[config.mk]
export PLATFORM = sky130hd
export DESIGN_NAME = alu_sequencer
export DESIGN_NICKNAME = d
export VERILOG_FILES = /design/src/rtl/bitblaster_pkg.sv /design/src/rtl/decode2to4.sv /design/src/rtl/alu_sequencer.sv
export SDC_FILE = /design/constraint.sdc
export NUM_CORES = 1
export LEC_CHECK = 0
export ABC_AREA = 1
export BUFFER_PORTS_ARGS = -buffer_cell sky130_fd_sc_hd__buf_2
export CAP_MARGIN = 25
export CORE_UTILIZATION = 42
export DETAILED_ROUTE_END_ITERATION = 16
export GPL_ROUTABILITY_DRIVEN = 0
export GPL_TIMING_DRIVEN = 0
export MAX_ROUTING_LAYER = met4
export PLACE_DENSITY = 0.75
export SYNTH_ARGS = -nofsm -noshare
export SYNTH_HDL_FRONTEND = slang
export SYNTH_SLANG_ARGS = --single-unit
export TNS_END_PERCENT = 100
[constraint.sdc]
create_clock -name CLKb -period 1.4 [get_ports CLKb]
set_input_delay 0.28 -clock CLKb [delete_from_list [all_inputs] [get_ports CLKb]]
set_output_delay 0.28 -clock CLKb [all_outputs]
set_load 0.05 [all_outputs]
[src/rtl/bitblaster_pkg.sv]
// bitblaster_pkg: shared types and constants for the BitBlaster 10-bit datapath
package bitblaster_pkg;
    localparam int WORD_W = 10;
    localparam int NREGS  = 4;
    localparam logic [1:0] OP_REG  = 2'b00;
    localparam logic [1:0] OP_ADDI = 2'b10;
    localparam logic [1:0] OP_SUBI = 2'b11;
    typedef enum logic [3:0] {
        LOAD = 4'b0000,
        COPY = 4'b0001,
        ADD  = 4'b0010,
        SUB  = 4'b0011,
        INV  = 4'b0100,
        FLP  = 4'b0101,
        AND  = 4'b0110,
        OR   = 4'b0111,
        XOR  = 4'b1000,
        LSL  = 4'b1001,
        LSR  = 4'b1010,
        ASR  = 4'b1011,
        ADDI = 4'b1100,
        SUBI = 4'b1101
    } alu_fn_t;
    typedef enum logic [1:0] {T0, T1, T2, T3} seq_state_t;
endpackage

[src/rtl/decode2to4.sv]
// decode2to4: 2-bit index plus enable to 4-bit one-hot
module decode2to4 (
    input  logic [1:0] idx_i,
    input  logic       en_i,
    output logic [3:0] onehot_o
);
    assign onehot_o = en_i ? 4'b0001 << idx_i : 4'b0000;
endmodule

[src/rtl/alu_sequencer.sv]
// alu_sequencer: multi-cycle BitBlaster control unit; ALU_SEQ_ILLEGAL_FLAG_EN adds the Illegal output
module alu_sequencer
    import bitblaster_pkg::*;
(
    input  logic              CLKb,
    input  logic              Clr,
    input  logic              Exec,
    input  logic [WORD_W-1:0] INSTR,
    output logic              IRin,
    output logic              Ext,
    output logic              IMMout,
    output logic [WORD_W-1:0] IMM,
    output logic [NREGS-1:0]  Rout,
    output logic [NREGS-1:0]  Rin,
    output logic              Ain,
    output logic              Gin,
    output logic              Gout,
    output logic [3:0]        FN,
    output logic              Busy,
`ifdef ALU_SEQ_ILLEGAL_FLAG_EN
    output logic              Done,
    output logic              Illegal
`else
    output logic              Done
`endif
);
    seq_state_t        state_q, state_d;
    logic [WORD_W-1:0] ir_q, ir_d;
    logic [1:0]        op;
    logic [3:0]        f;
    logic              is_ld, is_cp, is_inv, is_flp, is_alu, is_imm, is_undef;
    logic              rout_en, rout_y, rin_en;

    assign op = ir_q[9:8];
    assign f  = ir_q[3:0];

    // instruction class decode from the frozen IR
    always_comb begin
        is_imm   = (op == OP_ADDI) || (op == OP_SUBI);
        is_ld    = (op == OP_REG) && (f == LOAD);
        is_cp    = (op == OP_REG) && (f == COPY);
        is_inv   = (op == OP_REG) && (f == INV);
        is_flp   = (op == OP_REG) && (f == FLP);
        is_alu   = (op == OP_REG) && (f inside {ADD, SUB, AND, OR, XOR, LSL, LSR, ASR});
        is_undef = !(is_imm || is_ld || is_cp || is_inv || is_flp || is_alu);
    end

    // timestep control decode and next state; the last step of every class raises Done and returns to T0
    always_comb begin
        state_d = state_q;
        ir_d    = ir_q;
        IRin    = 1'b0;
        Ext     = 1'b0;
        IMMout  = 1'b0;
        Ain     = 1'b0;
        Gin     = 1'b0;
        Gout    = 1'b0;
        FN      = LOAD;
        Done    = 1'b0;
        rout_en = 1'b0;
        rout_y  = 1'b0;
        rin_en  = 1'b0;
        case (state_q)
            T0: begin
                IRin = Exec && !Clr;
                if (Exec) begin
                    ir_d    = INSTR;
                    state_d = T1;
                end
            end
            T1: begin
                Ext     = is_ld;
                rin_en  = is_ld || is_cp;
                Done    = is_ld || is_cp || is_undef;
                rout_en = !(is_ld || is_undef);
                rout_y  = is_cp || is_inv || is_flp;
                Gin     = is_inv;
                FN      = is_inv ? INV : LOAD;
                Ain     = is_flp || is_alu || is_imm;
                state_d = Done ? T0 : T2;
            end
            T2: begin
                Gout    = is_inv;
                rin_en  = is_inv;
                Done    = is_inv;
                Gin     = is_flp || is_alu || is_imm;
                FN      = is_flp ? FLP : is_alu ? f : is_imm ? ((op == OP_SUBI) ? SUBI : ADDI) : LOAD;
                rout_en = is_alu;
                rout_y  = 1'b1;
                IMMout  = is_imm;
                state_d = Done ? T0 : T3;
            end
            default: begin
                Gout    = 1'b1;
                rin_en  = 1'b1;
                Done    = 1'b1;
                state_d = T0;
            end
        endcase
    end

    // falling-edge state and IR registers, shared edge with the ALU staging registers
    always_ff @(negedge CLKb) begin
        if (Clr) begin
            state_q <= T0;
            ir_q    <= '0;
        end else begin
            state_q <= state_d;
            ir_q    <= ir_d;
        end
    end

    assign Busy = state_q != T0;
    assign IMM  = IMMout ? {{(WORD_W-6){1'b0}}, ir_q[5:0]} : '0;

`ifdef ALU_SEQ_ILLEGAL_FLAG_EN
    assign Illegal = (state_q == T1) && is_undef;
`endif

    decode2to4 u_rin (
        .idx_i   (ir_q[7:6]),
        .en_i    (rin_en),
        .onehot_o(Rin)
    );

    decode2to4 u_rout (
        .idx_i   (rout_y ? ir_q[5:4] : ir_q[7:6]),
        .en_i    (rout_en),
        .onehot_o(Rout)
    );
endmodule

==> results_dict.tcl, run 1 <==
set metrics [dict create \
    synth-seq-cells 12 \
    clock_path_buffers 2 \
    grt_max_degree 11 \
    firstError "[ERROR DPL-0038] Utilization greater than 100%, impossible to legalize" \
    avgSynthCellArea_sq_um 6.18 \
    yosysUniqueCellTypes 26 \
    die_h_microns 50.8 \
    post-place-ws_ns -1.29 \
    io_buffers 38 \
    hpwl_microns 2200 \
    ctsHoldBuffers 0 \
    row_count 17 \
    clock-root-buffer "clkbuf_4" \
    cts.sinks 12 \
    io_pins 43 \
    yosysWarnings 0 \
    stop_stage "5_1_grt" \
    yosysSeqAreaShare 0.240 \
    timing.worst_endpoint.kind "top-level output" \
    crit_endpoint "Rout[0]" \
    netlist_area_sq_um 1000 \
    status "did not finish" \
    start_util 0.448 \
    die_w_microns 50.8 \
    cts_inserted_buffers 3 \
    synthCells 162 \
    htree_levels 1 \
]
per-stage QoR:
stage / instances / cell area, sq um / hold WS [ns]
after floorplan: 165 / 1300 / 0.482
after global placement: 231 / 1530 / 0.492
after detailed placement: 231 / 1530 / 0.495
after CTS: 276 / 2120 / 0.523
cell usage after synthesis:
cell,n,area share
nand2_1,34,0.13
nor2_1,29,0.11
inv_1,18,0.067
dfxtp_1,12,0.24
nand3_1,12,0.060
a211oi_1,10,0.075
nand2_2,7,0.044
inv_2,5,0.019
a21oi_1,4,0.020
buf_4,4,0.030
ha_1,4,0.050
o21ai_1,4,0.020
clkbuf_1,2,0.0075
nand3_2,2,0.020
nand4_1,2,0.012
nor2_2,2,0.012
nor2_4,2,0.022
a21oi_2,1,0.0088
a21oi_4,1,0.016
a22oi_1,1,0.0075
a31o_1,1,0.0088
buf_1,1,0.0037
buf_2,1,0.0050
clkbuf_2,1,0.0050
conb_1,1,0.0037
nor3_1,1,0.0050
cell families after synthesis:
family,Yosys count,share of synthesized area
AO/OA/AOI/OAI,22,0.156
adder cells (fa/ha/maj),4,0.0500
buffers and inverters,32,0.137
flip-flops,12,0.240
other,1,0.00375
AND/OR/NAND/NOR,91,0.412
repair_timing:
action,CTS
endpoints found under the setup margin,27
cloned,1
pin swaps,20
gates resized for setup,86
buffers inserted,30
==> inputs of run 2 (changes only) <==
--- a/config.mk
+++ b/config.mk
@@ -8,12 +8,12 @@
 export ABC_AREA = 1
 export BUFFER_PORTS_ARGS = -buffer_cell sky130_fd_sc_hd__buf_2
 export CAP_MARGIN = 25
-export CORE_UTILIZATION = 42
+export CORE_AREA = 2 2 63 65
 export DETAILED_ROUTE_END_ITERATION = 16
+export DIE_AREA = 0 0 65 67
 export GPL_ROUTABILITY_DRIVEN = 0
 export GPL_TIMING_DRIVEN = 0
-export MAX_ROUTING_LAYER = met4
-export PLACE_DENSITY = 0.75
+export PLACE_DENSITY_LB_ADDON = 0.15
 export SYNTH_ARGS = -nofsm -noshare
 export SYNTH_HDL_FRONTEND = slang
 export SYNTH_SLANG_ARGS = --single-unit
==> constraint.sdc (replaced) <==
create_clock -name CLKb -period 1.8 [get_ports CLKb]
set_input_delay 0.36 -clock CLKb [delete_from_list [all_inputs] [get_ports CLKb]]
set_output_delay 0.36 -clock CLKb [all_outputs]
set_load 0.05 [all_outputs]
==> results_dict.tcl, run 2 <==
set metrics [dict create \
    status "complete, but fails checks" \
    violations "setup timing" \
    cts_inserted_buffers 3 \
    clock_path_buffers 2 \
    arrival_ns 2.70 \
    antenna_found_initial 0 \
    drc_errors 0 \
    synth_common_cells "34 x nand2_1, 29 x nor2_1, 18 x inv_1" \
    hold_viol 0 \
    grt_pass1_wl_microns 6280 \
    stdcell_area_sq_um 2270 \
    cellPowerDensity_nw_per_um2 1020 \
    io_pins 43 \
    fill_cells 312 \
    synthCells 162 \
    clk_pin_slew_worst_paths_ns 0.03 \
    fp.coreArea_sq_um 3610 \
    multi_input_area_sq_um 1050 \
    viasPerCell 4.67 \
    dr.pass1.iters 4 \
    row_count 22 \
    skew_ns 0.0180 \
    finalNetCount 259 \
    yosysWarnings 0 \
    wirelength_microns 3730 \
    hold_class "reg2reg" \
    largest_register_ffs 10 \
    synth_edf_count 0 \
    slew_violations 0 \
    io_buffers 38 \
    cap_viol_max_count 0 \
    grt_use_total 0.185 \
    grt_max_degree 11 \
    post_synth_main_area_contributors "dfxtp_1 24%, nand2_1 13%, nor2_1 11%" \
    start_util 0.278 \
    synth_top_area_share 0.240 \
    num_vias 1349 \
    fin_util 0.630 \
    synth_top_area_cell "dfxtp_1" \
    synthFlopType "dfxtp_1" \
    cts.sinks 12 \
    htree_levels 1 \
    yosysSeqAreaShare 0.240 \
    startpoint_type "flop" \
    worstPathMaxFanout 8 \
    synth-seq-cells 12 \
    placed_area_sq_um 1530 \
    grt_pass1_vias 1398 \
    yosysUniqueCellTypes 26 \
    cp.required_ns 1.44 \
    drive_gt1_frac 0.722 \
    ff_latch_area_sq_um 265 \
    ant_nets 0 \
    end_kind "output pin" \
    r2r_slack_ns 0.37 \
    drt-wirelength-per-cell_microns 12.9 \
    dr.first_iter.drc_count 43 \
    netlist_area_sq_um 1000 \
    mostFrequentLayoutCell "buf_6" \
    final_cell_mix "25 x buf_6, 20 x buf_4, 19 x nor2_4, 19 x nand2_2, 17 x inv_1" \
    overflow 0 \
    vdd_drop_max_mv 0.476 \
    post-place-ws_ns -1.19 \
    ctsHoldBuffers 0 \
    cts_tree "done" \
    die_w_microns 65 \
    insertedDiodeCount 0 \
    clk_latency_ns 0.33 \
    clock-root-buffer "clkbuf_8" \
    rsz0062_at_grt "yes" \
    die_h_microns 67 \
    finalSetupViolCount 26 \
    largest_register "ir_q" \
    yosysMostFrequentCell "nand2_1" \
    fin_ws_ns -1.26 \
    synthArstFlopShare 0 \
    area_growth_pct 127 \
    hpwl_microns 2410 \
    avgSynthCellArea_sq_um 6.18 \
    p_leak_nw 0.970 \
    top_regs "ir_q: 10 flops, state_q: 2 flops" \
    die-area_sq_um 4360 \
    critical_path_class "reg2out" \
]
run 2: where the power goes:
group          leakage, nW  internal (W)  switching (W)
sequential           0.104      0.000330      0.0000749
clock               0.0856      0.000188       0.000177
combinational        0.781      0.000632       0.000918
total                0.970       0.00115        0.00117
run 2: timing repair:
action | CTS | global route
gates resized for setup | 110 | 16
buffers inserted | 19 | 6
gates cloned | 1 | 0
pin swaps | 34 | 15
endpoints found under the setup margin | 26 | 28
run 2: critical path, cell delays in order (launching register included):
cell,delay (ns)
dfxtp_4,0.36
inv_4,0.05
ha_4,0.19
nand4_1,0.16
nand3_4,0.15
nand2_4,0.13
nand2_1,0.07
nand2_2,0.09
nand2_2,0.07
nor2_4,0.08
buf_8,0.15
run 2: through the flow:
| step | TNS (ns) | instances | total power [W] | hold slack [ns] |
|---|---|---|---|---|
| finish | -27.01 | 289 | 0.00232 | 0.515 |
| global route | -28.97 | 289 | 0.00248 | 0.537 |
| CTS | -26.81 | 284 | 0.00222 | 0.528 |
| detailed placement | -25.06 | 251 | 0.00143 | 0.508 |
| global placement | -24.71 | 251 | 0.00143 | 0.497 |
| floorplan | -18.26 | 165 | 0.00125 | 0.482 |
run 2: worst paths after layout:
check	to	startpoint	cells past startpoint
worst max-delay path	Rout[1]	state_q[1]$_SDFFE_NP0P_	10
worst min-delay path	ir_q[8]$_SDFFE_NP0P_	ir_q[8]$_SDFFE_NP0P_	2
worst max register to register	state_q[1]$_SDFFE_NP0P_	ir_q[8]$_SDFFE_NP0P_	10
worst min register to register	ir_q[8]$_SDFFE_NP0P_	ir_q[8]$_SDFFE_NP0P_	2
run 2: layout make-up:
type | instances | area share
plain buffers | 8 | 0.0286
clock buffers | 3 | 0.0182
clock inverters | 13 | 0.0220
inverters | 22 | 0.0551
multi-input cells | 121 | 0.464
flip-flops and latches | 12 | 0.117
well taps | 48 | 0.0264
repair buffers | 62 | 0.269
run 2: logic make-up after synthesis:
kind of cell	synth area share
AND/OR/NAND/NOR	0.412
buffers and inverters	0.137
AO/OA/AOI/OAI	0.156
flip-flops	0.240
adder cells (fa/ha/maj)	0.0500
other	0.00375
run 2: layer usage:
metal | global-route usage | up-vias | share of wire
met3 | 0.0389 | 4 | 0.047
met2 | 0.331 | 36 | 0.53
li1 | - | 671 | -
met4 | 0.0745 | 0 | 0.015
met5 | 0 | - | 0
met1 | 0.213 | 638 | 0.41
No activity file was read; power rests on OpenSTA's default activity.
